[src/rtl/mem.sv]
// Memory-system types shared by every bus consumer: access widths, regions and the address map.
package mem;

    typedef enum logic [1:0] {
        BYTE  = 2'd0,
        WORD  = 2'd1,
        DWORD = 2'd2
    } mem_width_t;

    typedef enum logic [2:0] {
        REGION_ROM     = 3'd0,
        REGION_RAM     = 3'd1,
        REGION_FB      = 3'd2,
        REGION_IO      = 3'd3,
        REGION_UNKNOWN = 3'd4
    } mem_region_t;

    // Region boundaries: each region is 64 KiB, ROM starts at address zero.
    localparam logic [31:0] RAM_BASE = 32'h0001_0000;
    localparam logic [31:0] FB_BASE  = 32'h0002_0000;
    localparam logic [31:0] IO_BASE  = 32'h0003_0000;
    localparam logic [31:0] IO_END   = 32'h0004_0000;

endpackage

[src/rtl/dma.sv]
// Copy-engine FSM states, job modes and the element stride lookup.
package dma;

    typedef enum logic [2:0] {
        IDLE     = 3'd0,
        ISSUE_RD = 3'd1,
        WAIT_RD  = 3'd2,
        ISSUE_WR = 3'd3,
        WAIT_WR  = 3'd4,
        DONE     = 3'd5
    } dma_state_t;

    typedef enum logic {
        COPY = 1'b0,
        FILL = 1'b1
    } dma_mode_t;

    // Address increment between consecutive elements of a job.
    function automatic logic [31:0] elem_stride(input mem::mem_width_t w);
        case (w)
            mem::BYTE:  elem_stride = 32'd1;
            mem::WORD:  elem_stride = 32'd2;
            mem::DWORD: elem_stride = 32'd4;
            default:    elem_stride = 32'd1;
        endcase
    endfunction

endpackage

[src/rtl/memory_bus.sv]
// Shared memory bus: one consumer issues dispatches, the provider answers with busy/read_data.
interface memory_bus;

    logic [31:0]         addr;
    logic [31:0]         write_data;
    logic [31:0]         read_data;
    logic                dispatch_read;
    logic                dispatch_write;
    logic                busy;
    mem::mem_width_t     mem_width;

    modport CONSUMER (
        output addr,
        output write_data,
        output dispatch_read,
        output dispatch_write,
        output mem_width,
        input  read_data,
        input  busy
    );

    modport PROVIDER (
        input  addr,
        input  write_data,
        input  dispatch_read,
        input  dispatch_write,
        input  mem_width,
        output read_data,
        output busy
    );

endinterface

[src/rtl/mmio_mappings.sv]
// Combinational address decoder mapping a byte address onto its memory region.
module mmio_mappings
    import mem::*;
(
    input  logic [31:0] addr,
    output mem_region_t region
);

    // Regions are contiguous, so an ordered compare chain is enough.
    always_comb begin
        region = REGION_UNKNOWN;
        if (addr < RAM_BASE) begin
            region = REGION_ROM;
        end else if (addr < FB_BASE) begin
            region = REGION_RAM;
        end else if (addr < IO_BASE) begin
            region = REGION_FB;
        end else if (addr < IO_END) begin
            region = REGION_IO;
        end
    end

endmodule

[src/rtl/mem_copy_engine.sv]
// DMA-style copy/fill engine driving the memory bus one element at a time.
module mem_copy_engine
    import mem::*;
    import dma::*;
#(
    parameter int unsigned LEN_WIDTH = 16
) (
    input  logic                 clk_in,
    input  logic                 rst_in,
    input  logic                 start_in,
    input  logic                 mode_in,
    input  mem_width_t           width_in,
    input  logic [31:0]          src_addr_in,
    input  logic [31:0]          dst_addr_in,
    input  logic [LEN_WIDTH-1:0] len_in,
    input  logic [31:0]          fill_data_in,
    input  logic                 abort_in,
    output logic                 busy_out,
    output logic                 done_out,
    output logic                 error_out,
    memory_bus.CONSUMER          bus
);

    dma_state_t           state_q;
    dma_mode_t            mode_q;
    logic [31:0]          src_q;
    logic [31:0]          dst_q;
    logic [LEN_WIDTH-1:0] remaining_q;
    logic [31:0]          fill_q;
    logic                 abort_pend_q;

    mem_region_t          dst_region_c;
    logic                 dst_bad_c;
    logic [31:0]          stride_c;
    logic [31:0]          src_next_c;
    logic [31:0]          dst_next_c;
    logic                 abort_hit_c;

    // Destination must be writable; checked on the raw start inputs.
    mmio_mappings u_dst_map (
        .addr   (dst_addr_in),
        .region (dst_region_c)
    );

    // Element stride and next addresses; 32-bit adds wrap naturally.
    always_comb begin
        dst_bad_c   = (dst_region_c == REGION_ROM) || (dst_region_c == REGION_UNKNOWN);
        stride_c    = elem_stride(bus.mem_width);
        src_next_c  = src_q + stride_c;
        dst_next_c  = dst_q + stride_c;
        abort_hit_c = abort_pend_q | abort_in;
    end

    // Job FSM with registered bus and status outputs.
    always_ff @(posedge clk_in or negedge rst_in) begin
        if (!rst_in) begin
            state_q            <= IDLE;
            mode_q             <= COPY;
            src_q              <= '0;
            dst_q              <= '0;
            remaining_q        <= '0;
            fill_q             <= '0;
            abort_pend_q       <= 1'b0;
            busy_out           <= 1'b0;
            done_out           <= 1'b0;
            error_out          <= 1'b0;
            bus.addr           <= '0;
            bus.write_data     <= '0;
            bus.dispatch_read  <= 1'b0;
            bus.dispatch_write <= 1'b0;
            bus.mem_width      <= BYTE;
        end else begin
            // Abort is remembered until the current element's write completes.
            if (state_q != IDLE && abort_in) begin
                abort_pend_q <= 1'b1;
            end

            case (state_q)
                IDLE: begin
                    if (start_in) begin
                        mode_q        <= dma_mode_t'(mode_in);
                        src_q         <= src_addr_in;
                        dst_q         <= dst_addr_in;
                        remaining_q   <= len_in;
                        fill_q        <= fill_data_in;
                        bus.mem_width <= width_in;
                        abort_pend_q  <= 1'b0;
                        error_out     <= 1'b0;
                        busy_out      <= 1'b1;
                        if (dst_bad_c) begin
                            error_out <= 1'b1;
                            done_out  <= 1'b1;
                            state_q   <= DONE;
                        end else if (len_in == '0) begin
                            done_out  <= 1'b1;
                            state_q   <= DONE;
                        end else if (dma_mode_t'(mode_in) == FILL) begin
                            bus.dispatch_write <= 1'b1;
                            bus.addr           <= dst_addr_in;
                            bus.write_data     <= fill_data_in;
                            state_q            <= ISSUE_WR;
                        end else begin
                            bus.dispatch_read  <= 1'b1;
                            bus.addr           <= src_addr_in;
                            state_q            <= ISSUE_RD;
                        end
                    end
                end

                ISSUE_RD: begin
                    bus.dispatch_read <= 1'b0;
                    state_q           <= WAIT_RD;
                end

                WAIT_RD: begin
                    if (!bus.busy) begin
                        // write_data doubles as the element data register.
                        bus.write_data     <= bus.read_data;
                        bus.addr           <= dst_q;
                        bus.dispatch_write <= 1'b1;
                        state_q            <= ISSUE_WR;
                    end
                end

                ISSUE_WR: begin
                    bus.dispatch_write <= 1'b0;
                    state_q            <= WAIT_WR;
                end

                WAIT_WR: begin
                    if (!bus.busy) begin
                        src_q       <= src_next_c;
                        dst_q       <= dst_next_c;
                        remaining_q <= remaining_q - LEN_WIDTH'(1);
                        if (remaining_q == LEN_WIDTH'(1) || abort_hit_c) begin
                            if (abort_hit_c) begin
                                error_out <= 1'b1;
                            end
                            done_out <= 1'b1;
                            state_q  <= DONE;
                        end else if (mode_q == FILL) begin
                            bus.dispatch_write <= 1'b1;
                            bus.addr           <= dst_next_c;
                            bus.write_data     <= fill_q;
                            state_q            <= ISSUE_WR;
                        end else begin
                            bus.dispatch_read  <= 1'b1;
                            bus.addr           <= src_next_c;
                            state_q            <= ISSUE_RD;
                        end
                    end
                end

                DONE: begin
                    done_out <= 1'b0;
                    busy_out <= 1'b0;
                    state_q  <= IDLE;
                end

                default: begin
                    state_q <= IDLE;
                end
            endcase
        end
    end

endmodule

[src/flat_wrapper.sv]
// flat-port wrapper written by rule: the top's interface ports become plain ports
module mem_copy_engine_flat import mem::*; import dma::*;
#(
    parameter int unsigned LEN_WIDTH = 16
)
  (clk_in, rst_in, start_in, mode_in, width_in, src_addr_in, dst_addr_in, len_in, fill_data_in, abort_in, busy_out, done_out, error_out, bus_addr, bus_write_data, bus_dispatch_read, bus_dispatch_write, bus_mem_width, bus_read_data, bus_busy);
  memory_bus bus_i ();
  input  logic clk_in;
  input  logic rst_in;
  input  logic start_in;
  input  logic mode_in;
  input  mem_width_t width_in;
  input  logic [31:0] src_addr_in;
  input  logic [31:0] dst_addr_in;
  input  logic [LEN_WIDTH-1:0] len_in;
  input  logic [31:0] fill_data_in;
  input  logic abort_in;
  output logic busy_out;
  output logic done_out;
  output logic error_out;
  output wire logic [$bits(bus_i.addr)-1:0] bus_addr;
  output wire logic [$bits(bus_i.write_data)-1:0] bus_write_data;
  output wire logic [$bits(bus_i.dispatch_read)-1:0] bus_dispatch_read;
  output wire logic [$bits(bus_i.dispatch_write)-1:0] bus_dispatch_write;
  output wire logic [$bits(bus_i.mem_width)-1:0] bus_mem_width;
  input wire logic [$bits(bus_i.read_data)-1:0] bus_read_data;
  input wire logic [$bits(bus_i.busy)-1:0] bus_busy;
  assign bus_addr = bus_i.addr;
  assign bus_write_data = bus_i.write_data;
  assign bus_dispatch_read = bus_i.dispatch_read;
  assign bus_dispatch_write = bus_i.dispatch_write;
  assign bus_mem_width = bus_i.mem_width;
  assign bus_i.read_data = bus_read_data;
  assign bus_i.busy = bus_busy;
  mem_copy_engine #(.LEN_WIDTH(LEN_WIDTH)) u_core (.clk_in(clk_in), .rst_in(rst_in), .start_in(start_in), .mode_in(mode_in), .width_in(width_in), .src_addr_in(src_addr_in), .dst_addr_in(dst_addr_in), .len_in(len_in), .fill_data_in(fill_data_in), .abort_in(abort_in), .busy_out(busy_out), .done_out(done_out), .error_out(error_out), .bus(bus_i));
endmodule
[config.mk]
export PLATFORM = sky130hd
export DESIGN_NAME = mem_copy_engine_flat
export DESIGN_NICKNAME = d
export VERILOG_FILES = /design/src/rtl/mem.sv /design/src/rtl/dma.sv /design/src/rtl/memory_bus.sv /design/src/rtl/mmio_mappings.sv /design/src/rtl/mem_copy_engine.sv /design/src/flat_wrapper.sv
export SDC_FILE = /design/constraint.sdc
export NUM_CORES = 1
export LEC_CHECK = 0
export ABC_AREA = 1
export ABC_CLOCK_PERIOD_IN_PS = 3850
export CORE_MARGIN = 2
export CORE_UTILIZATION = 45
export CTS_CLUSTER_DIAMETER = 200
export DETAILED_ROUTE_END_ITERATION = 8
export GPL_ROUTABILITY_DRIVEN = 0
export PLACE_DENSITY = 0.79
export RECOVER_POWER = 100
export SLEW_MARGIN = 0
export SYNTH_ARGS = -nofsm -noshare
export SYNTH_HDL_FRONTEND = slang
export SYNTH_HIERARCHICAL = 1
export SYNTH_SLANG_ARGS = --single-unit
export TNS_END_PERCENT = 100
[constraint.sdc]
create_clock -name clk_in -period 3.85 [get_ports clk_in]
set_clock_uncertainty 0.05 [all_clocks]
set_input_delay 0.385 -clock clk_in [delete_from_list [all_inputs] [get_ports clk_in]]
set_output_delay 0.385 -clock clk_in [all_outputs]
set_load 0.01 [all_outputs]
# After elaboration in Yosys (flattened, before gate mapping)
# Index checks and enable logic that the tools add are counted.
# totals
reg_bits	188
latch_bits	0
mem_bits_rw	0
romBits	0
input_bits	152
out_inout_bits	71
memories	0
# classes
n_addsub	3
n_mul	0
div_mod_pow	0
n_lt_le_gt_ge	4
n_eq_ne	22
n_shift	0
muxes	75
bitwise	1
n_reduce_logical	23
# op_table
op	n
2-to-1 mux 32 bit	20
case mux 32 bit (3 select lines)	2
case mux 32 bit (2 select lines)	2
adder 32 x 3 -> 32 bit	2
less-than comparator 32 x 18 -> 1 bit (second input constant)	2
less-than comparator 32 x 17 -> 1 bit (second input constant)	1
less-than comparator 32 x 19 -> 1 bit (second input constant)	1
2-to-1 mux 16 bit	2
case mux 16 bit (2 select lines)	1
2-to-1 mux 3 bit	10
2-to-1 mux 1 bit	29
inequality test 2 bit (second input constant)	9
AND reduction 9 bit	2
equality test 16 x 1 -> 1 bit (second input constant)	1
logical NOT 16 bit	1
subtractor 16 x 1 -> 16 bit (second input constant)	1
case mux 3 bit (5 select lines)	1
nonzero test 3 bit	4
AND reduction 5 bit	2
equality test 3 bit (second input constant)	3
AND reduction 8 bit	1
AND reduction 7 bit	1
equality test 3 x 2 -> 1 bit (second input constant)	2
logical NOT 3 bit	2
other kinds (17)	26

# Logic depth before layout (Yosys ltp)
# logic_depth
depth_word	10
mapped_depth	19

# Cells and area by module
# Netlist, hierarchy kept.
# by_module_without_submodules
mod	instances	cells_per_inst	area_per_inst_um2	seq_area_each_um2
mem_copy_engine	1	1732	11881.4	4704.5
mmio_mappings	1	17	66.3	0.0

# Least setup slack after synthesis
# Ideal clock, no wire load.
# synth_path
path_type	flip-flop to flip-flop
from	register u_core.bus.mem_width[0]
to	register u_core.dst_q[6]
t_arrival_ps	2156
setup_slack_ps	1513
path_stages_with_launch	15
path_buffers	0
synth_period_minus_slack_ps	2337
cell_sequence	dfrtp_1 > inv_1 > ha_1 > ha_1 > ha_1 > inv_1 > nand2_1 > nand2_1 > nand2_1 > nand2_1 > nor2_1 > xor2_1 > nand2_1 > o211ai_1 > o21ai_0
# synth_via
elab_chain_cells	5
# synth_rtl
element	line_no	source
start, declared	memory_bus.sv:17	output mem_width,
start signal, assigned	mem_copy_engine.sv:86	bus.mem_width <= width_in;
equality test 2 bit / equality test 2 x 1 -> 1 bit (equally long branches)	dma.sv:20	case (w)
case mux 3 bit (2 select lines) (*)	dma.sv:20	
adder 32 x 3 -> 32 bit (*)	mem_copy_engine.sv:50	dst_next_c = dst_q + stride_c;
2-to-1 mux 32 bit (*)	mem_copy_engine.sv:131	if (!bus.busy) begin
case mux 32 bit (2 select lines) (*)	mem_copy_engine.sv:78	case (state_q)
end signal, assigned	mem_copy_engine.sv:83	dst_q <= dst_addr_in;
end signal, assigned	mem_copy_engine.sv:133	dst_q <= dst_next_c;
end, declared	mem_copy_engine.sv:27	logic [31:0] dst_q;
# Mark *: on every way between the ends. The rest lies on a longest branch, timed or not. The select of a mux whose other input is x is not followed.
# A chain may end at the register's enable or synchronous reset.

# Final worst setup path
# layout_path
from	register u_core.state_q[2]
to	register u_core.bus.write_data[8]
# layout_via
elab_chain_cells	3
# layout_rtl
element	line_no	source
start, declared	mem_copy_engine.sv:24	dma_state_t state_q;
start signal, assigned	mem_copy_engine.sv:57	state_q <= IDLE;
start signal, assigned	mem_copy_engine.sv:93	state_q <= DONE;
start signal, assigned	mem_copy_engine.sv:96	state_q <= DONE;
equality test 3 bit, or another cell as far along	mem_copy_engine.sv:78	
inequality test 2 x 1 -> 1 bit (no source line), or another cell as far along	--	
AND reduction 9 bit (no source line)	--	
end signal, assigned	mem_copy_engine.sv:100	bus.write_data <= fill_data_in;
end signal, assigned	mem_copy_engine.sv:118	bus.write_data <= bus.read_data;
end signal, assigned	mem_copy_engine.sv:144	bus.write_data <= fill_q;
end, declared	memory_bus.sv:14	output write_data,
# Several ways; a longest one is shown, not always the timed one.

==> flow_summary.html <==
<table>
<tr><th>Metric</th><th>Value</th></tr>
<tr><th colspan="2">Floorplan</th></tr>
<tr><td>Cell Rows</td><td>59</td></tr>
<tr><td>Chip height</td><td>167 um</td></tr>
<tr><td>Top-Level Pins</td><td>223</td></tr>
<tr><td>Die W</td><td>167 um</td></tr>
<tr><td>Core area</td><td>0.0261 mm^2</td></tr>
<tr><td>Overall die area</td><td>0.0279 mm^2</td></tr>
<tr><td>Starting density of the core</td><td>0.458</td></tr>
<tr><th colspan="2">Power and ir drop</th></tr>
<tr><td>Fraction of power spent switching nets</td><td>0.498</td></tr>
<tr><td>Logic pwr share</td><td>0.558</td></tr>
<tr><td>Pwr/cell area</td><td>861 mW/mm^2</td></tr>
<tr><td>Switching power of the nets</td><td>6.43 mW</td></tr>
<tr><td>Internal power contribution</td><td>6.47 mW</td></tr>
<tr><td>Total Power</td><td>12.9 mW</td></tr>
<tr><td>Sequential share of power</td><td>0.299</td></tr>
<tr><td>Leak Pwr</td><td>6.77 nW</td></tr>
<tr><td>Proportion of power drawn by the clock network</td><td>0.143</td></tr>
<tr><td>VDD IR max</td><td>527 uV</td></tr>
<tr><th colspan="2">Synth</th></tr>
<tr><td>Number of synthesized register bits</td><td>188</td></tr>
<tr><td>Post-synth ARST share</td><td>1.00</td></tr>
<tr><td>Fraction of the yosys area taken by sequential cells</td><td>0.394</td></tr>
<tr><td>Most used flip-flop cell after synthesis</td><td>sky130_fd_sc_hd__dfrtp_1</td></tr>
<tr><td>Number of nets produced by synthesis</td><td>1911</td></tr>
<tr><td>Number of different library cells in the post-synthesis netlist</td><td>45</td></tr>
<tr><td>Mean cell area of the mapped netlist</td><td>6.83 um^2</td></tr>
<tr><td>Number of cells produced by synthesis</td><td>1749</td></tr>
<tr><td>Synth Cell Area</td><td>0.0119 mm^2</td></tr>
<tr><td>Post-synth EDFFs</td><td>0</td></tr>
<tr><td>Warning count from the yosys run</td><td>6</td></tr>
<tr><th colspan="2">Clock tree</th></tr>
<tr><td>Post-CTS setup buffer count</td><td>0</td></tr>
<tr><td>Post-CTS Hold Fix Bufs</td><td>0</td></tr>
<tr><td>Worst-skew pair later-pin latency</td><td>0.44 ns</td></tr>
<tr><td>Clock tree from TritonCTS</td><td>built</td></tr>
<tr><td>Bufs on Longest Clock Path</td><td>2</td></tr>
<tr><td>Depth of the CTS H-tree</td><td>4</td></tr>
<tr><td>Number of buffers created by CTS</td><td>17</td></tr>
<tr><td>Clock sink count</td><td>188</td></tr>
<tr><td>Clock slew at the register clock pins of the worst setup and hold paths</td><td>0.08 ns</td></tr>
<tr><td>Count of cells resized by post-cts repair</td><td>0</td></tr>
<tr><td>Root cell of the clock tree</td><td>sky130_fd_sc_hd__clkbuf_16</td></tr>
<tr><th colspan="2">Worst setup path</th></tr>
<tr><td>Delay of the slowest cell on the worst path</td><td>0.58 ns</td></tr>
<tr><td>Required time of the critical path</td><td>4.16 ns</td></tr>
<tr><td>Sequence of cells on the critical path</td><td>inv_1 -&gt; nand3_1 -&gt; nand2_4 -&gt; inv_1 -&gt; o21ai_0 -&gt; nor2_4 -&gt; nand3_4 -&gt; nor2_4 -&gt; buf_12 -&gt; nor2_1 -&gt; a21oi_1</td></tr>
<tr><td>Maximum fanout along the worst path</td><td>40</td></tr>
<tr><td>Cell with the largest stage delay on the worst path</td><td>sky130_fd_sc_hd__nor2_4</td></tr>
<tr><td>CP arrival</td><td>3.58 ns</td></tr>
<tr><td>Reg2reg setup slack</td><td>0.58 ns</td></tr>
<tr><td>Largest delay contributor family on the critical path</td><td>simple AND/OR/NAND/NOR gates</td></tr>
<tr><td>Kind of end point of the critical path</td><td>flip-flop</td></tr>
<tr><td>Reg2Reg Launch Point</td><td>u_core/state_q[2]$_DFFE_PN0P_</td></tr>
<tr><td>Number of buffer and inverter instances along the worst setup path</td><td>3</td></tr>
<tr><td>Reg-to-reg endpoint</td><td>u_core/bus.write_data[8]$_DFFE_PN0P_</td></tr>
<tr><td>Kind of launch point of the worst setup path</td><td>flip-flop</td></tr>
<tr><td>Worst Reg-to-Reg Cells</td><td>11</td></tr>
<tr><td>Setup CP Type</td><td>reg -&gt; reg</td></tr>
<tr><th colspan="2">Placement</th></tr>
<tr><td>IO Port Bufs</td><td>222</td></tr>
<tr><td>Half-perimeter wire length after detailed placement</td><td>30900 um</td></tr>
<tr><th colspan="2">Cells and area</th></tr>
<tr><td>Share of final-layout standard cells stronger than drive strength 1</td><td>0.0356</td></tr>
<tr><td>Net total in the final layout</td><td>2087</td></tr>
<tr><td>Area growth from synthesis to layout</td><td>25.4%</td></tr>
<tr><td>Final design utilization</td><td>0.575</td></tr>
<tr><th colspan="2">Route</th></tr>
<tr><td>Number of vias in the routed layout</td><td>13400</td></tr>
<tr><td>Number of remaining DRC errors</td><td>0</td></tr>
<tr><td>Number of DRC markers in iteration 0</td><td>2046</td></tr>
<tr><td>First-pass detailed-route iteration total</td><td>6</td></tr>
<tr><td>Average vias per placed instance</td><td>5.88</td></tr>
<tr><td>Post-route ant nets</td><td>0</td></tr>
<tr><td>Routed WL per cell</td><td>19.2 um</td></tr>
<tr><td>Total length of routed wires</td><td>43500 um</td></tr>
<tr><th colspan="2">Global route</th></tr>
<tr><td>Remaining global-route overflow</td><td>0</td></tr>
<tr><td>Via count of the first global-routing pass</td><td>12800</td></tr>
<tr><td>Pin count of the biggest net entering global routing</td><td>104</td></tr>
<tr><td>Wire length of the first global-routing pass</td><td>68700 um</td></tr>
<tr><td>Global-route usage over all layers</td><td>0.309</td></tr>
<tr><td>Number of antenna violations at the first check in global routing</td><td>3</td></tr>
<tr><th colspan="2">STA</th></tr>
<tr><td>Time the worst path needs with I/O delays and setup</td><td>3.27 ns</td></tr>
<tr><td>Setup repair after global routing missed its margin</td><td>no</td></tr>
<tr><td>Setup violations, final</td><td>0</td></tr>
<tr><td>Upper clock frequency limit</td><td>0.306 GHz</td></tr>
<tr><td>Final Max Slew Viols</td><td>160</td></tr>
<tr><td>Final clock period utilization by the worst path</td><td>0.849</td></tr>
<tr><td>Count of endpoints failing hold in the final timing report</td><td>0</td></tr>
<tr><td>Final TNS setup</td><td>0 ns</td></tr>
<tr><td>Worst slew pin tran</td><td>2.76 ns</td></tr>
<tr><td>Worst-case headroom to the max-slew limit</td><td>-0.843</td></tr>
<tr><th colspan="2">Hold path</th></tr>
<tr><td>Worst hold path endpoint</td><td>u_core/bus.addr[27]$_DFFE_PN0P_</td></tr>
<tr><td>Hold path cells</td><td>2</td></tr>
<tr><td>Startpoint of the lowest-slack hold path</td><td>u_core/bus.addr[27]$_DFFE_PN0P_</td></tr>
<tr><td>Worst hold path class</td><td>reg -&gt; reg</td></tr>
<tr><th colspan="2">Outcome</th></tr>
<tr><td>Violations in the final reports</td><td>capacitance limit, slew limit</td></tr>
<tr><td>Outcome</td><td>finished with violations</td></tr>
<tr><th colspan="2">Flow run</th></tr>
<tr><td>Max-cap violations</td><td>2</td></tr>
</table>
## sequential cells by signal, summed over array words and instances (netlist names), 2 cells and up
name and flops:
u_core/bus.addr 32, u_core/bus.mem_width 2, u_core/bus.write_data 32, u_core/dst_q 32
u_core/fill_q 32, u_core/remaining_q 16, u_core/src_q 32, u_core/state_q 3
## worst reg2reg max path: cells and delay by family (launching register included)
family | cells | cell delay [ns]
and+or+nand+nor | 6 | 1.58
AOI/OAI and AO/OA | 2 | 0.28
buffers and inverters | 3 | 0.72
DFF | 1 | 0.55
## synthesized netlist by cell type (2+ instances only)
master / number / share of area
sky130_fd_sc_hd__a21oi_1: 126 / 0.053
sky130_fd_sc_hd__a221oi_1: 32 / 0.023
sky130_fd_sc_hd__a22oi_1: 3 / 0.0019
sky130_fd_sc_hd__a31oi_1: 20 / 0.010
sky130_fd_sc_hd__buf_1: 2 / 0.00063
sky130_fd_sc_hd__buf_2: 19 / 0.0080
sky130_fd_sc_hd__buf_4: 9 / 0.0057
sky130_fd_sc_hd__buf_6: 2 / 0.0019
sky130_fd_sc_hd__clkbuf_1: 53 / 0.017
sky130_fd_sc_hd__dfrtp_1: 188 / 0.39
sky130_fd_sc_hd__ha_1: 10 / 0.010
sky130_fd_sc_hd__inv_1: 181 / 0.057
sky130_fd_sc_hd__inv_2: 7 / 0.0022
sky130_fd_sc_hd__mux2i_1: 2 / 0.0017
sky130_fd_sc_hd__nand2_1: 457 / 0.14
sky130_fd_sc_hd__nand2_2: 2 / 0.0010
sky130_fd_sc_hd__nand3_1: 106 / 0.044
sky130_fd_sc_hd__nand3b_1: 3 / 0.0019
sky130_fd_sc_hd__nand4_1: 29 / 0.015
sky130_fd_sc_hd__nor2_1: 230 / 0.072
sky130_fd_sc_hd__nor2_4: 3 / 0.0028
sky130_fd_sc_hd__nor3_1: 29 / 0.012
sky130_fd_sc_hd__o2111ai_1: 2 / 0.0015
sky130_fd_sc_hd__o211ai_1: 12 / 0.0075
sky130_fd_sc_hd__o21a_1: 2 / 0.0013
sky130_fd_sc_hd__o21ai_0: 127 / 0.053
sky130_fd_sc_hd__o21ai_2: 2 / 0.0015
sky130_fd_sc_hd__o22ai_1: 43 / 0.023
sky130_fd_sc_hd__o32ai_1: 4 / 0.0029
sky130_fd_sc_hd__or2_1: 5 / 0.0026
sky130_fd_sc_hd__or2_2: 6 / 0.0031
sky130_fd_sc_hd__xor2_1: 20 / 0.015
## cell type report
class                           count  area [um^2]
Sequential cell                   188         4700
Multi-Input combinational cell   1288         6130
Tap cell                          335          419
Timing Repair Buffer              242         2410
Fill cell                        2443        11100
Antenna cell                        1         2.50
Inverter                          188          708
Clock buffer                       17          425
Clock inverter                     15          179
## through the flow
step / setup slack [ns] / cells / hold slack, ns / cell area [um^2]
5_1_grt: 0.292 / 2273 / 0.460 / 15000
3_5_place_dp: 0.509 / 2241 / 0.417 / 14400
3_3_place_gp: 0.615 / 2241 / 0.412 / 14400
2_1_floorplan: 1.51 / 1749 / 0.0394 / 11900
6_report: 0.583 / 2274 / 0.430 / 15000
4_1_cts: 0.854 / 2273 / 0.0452 / 15000
## power by group through the flow
| stage | Sequential, mW | Combinational [mW] | Clock (mW) |
|---|---|---|---|
| 6_report | 3.85 | 7.20 | 1.85 |
| 5_1_grt | 3.97 | 7.97 | 1.94 |
| 4_1_cts | 3.85 | 7.20 | 1.86 |
| 3_5_place_dp | 3.85 | 7.17 | 0 |
| 3_3_place_gp | 3.84 | 6.98 | 0 |
| 2_1_floorplan | 3.77 | 4.72 | 0 |
## layer usage
| layer | vias up | GRT usage | routed length [um] |
|---|---|---|---|
| li1 | 6146 | - | - |
| met1 | 6088 | 0.396 | 16600 |
| met2 | 962 | 0.461 | 18500 |
| met3 | 177 | 0.0946 | 5600 |
| met4 | 2 | 0.180 | 2770 |
| met5 | - | 0 | 13 |
## how the worst max path moves through the flow
| stage | endpoint | startpoint | cells past startpoint |
|---|---|---|---|
| after floorplan | u_core/dst_q[6]$_DFFE_PN0P_ | u_core/bus.mem_width[0]$_DFFE_PN0P_ | 14 |
| after global placement | u_core/bus.write_data[18]$_DFFE_PN0P_ | dst_addr_in[20] | 14 |
| after detailed placement | u_core/bus.write_data[14]$_DFFE_PN0P_ | dst_addr_in[20] | 14 |
| after CTS | u_core/bus.addr[14]$_DFFE_PN0P_ | u_core/bus.mem_width[1]$_DFFE_PN0P_ | 14 |
| after global routing | u_core/fill_q[15]$_DFFE_PN0P_ | u_core/state_q[2]$_DFFE_PN0P_ | 7 |
| final | u_core/bus.write_data[8]$_DFFE_PN0P_ | u_core/state_q[2]$_DFFE_PN0P_ | 11 |
## placed cells by master, fill, tap and decap left out, types with 4 or more instances in the layout
cell type,netlist,routed
sky130_fd_sc_hd__o21ai_0,127,128
sky130_fd_sc_hd__clkbuf_16,0,17
sky130_fd_sc_hd__nor3_1,29,29
sky130_fd_sc_hd__buf_4,9,13
sky130_fd_sc_hd__a221oi_1,32,32
sky130_fd_sc_hd__dlygate4sd3_1,0,71
sky130_fd_sc_hd__a21oi_1,126,126
sky130_fd_sc_hd__clkbuf_2,0,4
sky130_fd_sc_hd__o22ai_1,43,43
sky130_fd_sc_hd__a31oi_1,20,20
sky130_fd_sc_hd__dfrtp_1,188,188
sky130_fd_sc_hd__ha_1,10,10
sky130_fd_sc_hd__o211ai_1,12,12
sky130_fd_sc_hd__buf_12,0,4
sky130_fd_sc_hd__nand2_1,457,459
sky130_fd_sc_hd__inv_1,181,184
sky130_fd_sc_hd__clkdlybuf4s50_1,0,150
sky130_fd_sc_hd__nand4_1,29,29
sky130_fd_sc_hd__nand3_1,106,107
sky130_fd_sc_hd__or2_2,6,6
sky130_fd_sc_hd__o32ai_1,4,4
sky130_fd_sc_hd__nor2_1,230,231
sky130_fd_sc_hd__or2_1,5,4
sky130_fd_sc_hd__xor2_1,20,20
## kinds of logic (layout without fill, tap and decap cells)
family / count (synthesis) / after routing / share of synthesized area
muxes: 2 / 2 / 0.00168
xor gates and xnor gates: 21 / 21 / 0.0154
AOI/OAI and AO/OA: 378 / 378 / 0.182
adders and majority gates: 10 / 10 / 0.0105
DFF: 188 / 188 / 0.394
and+or+nand+nor: 877 / 877 / 0.305
other: 0 / 1 / 0
buffers and inverters: 273 / 462 / 0.0918
No activity file was read; power rests on OpenSTA's default activity.
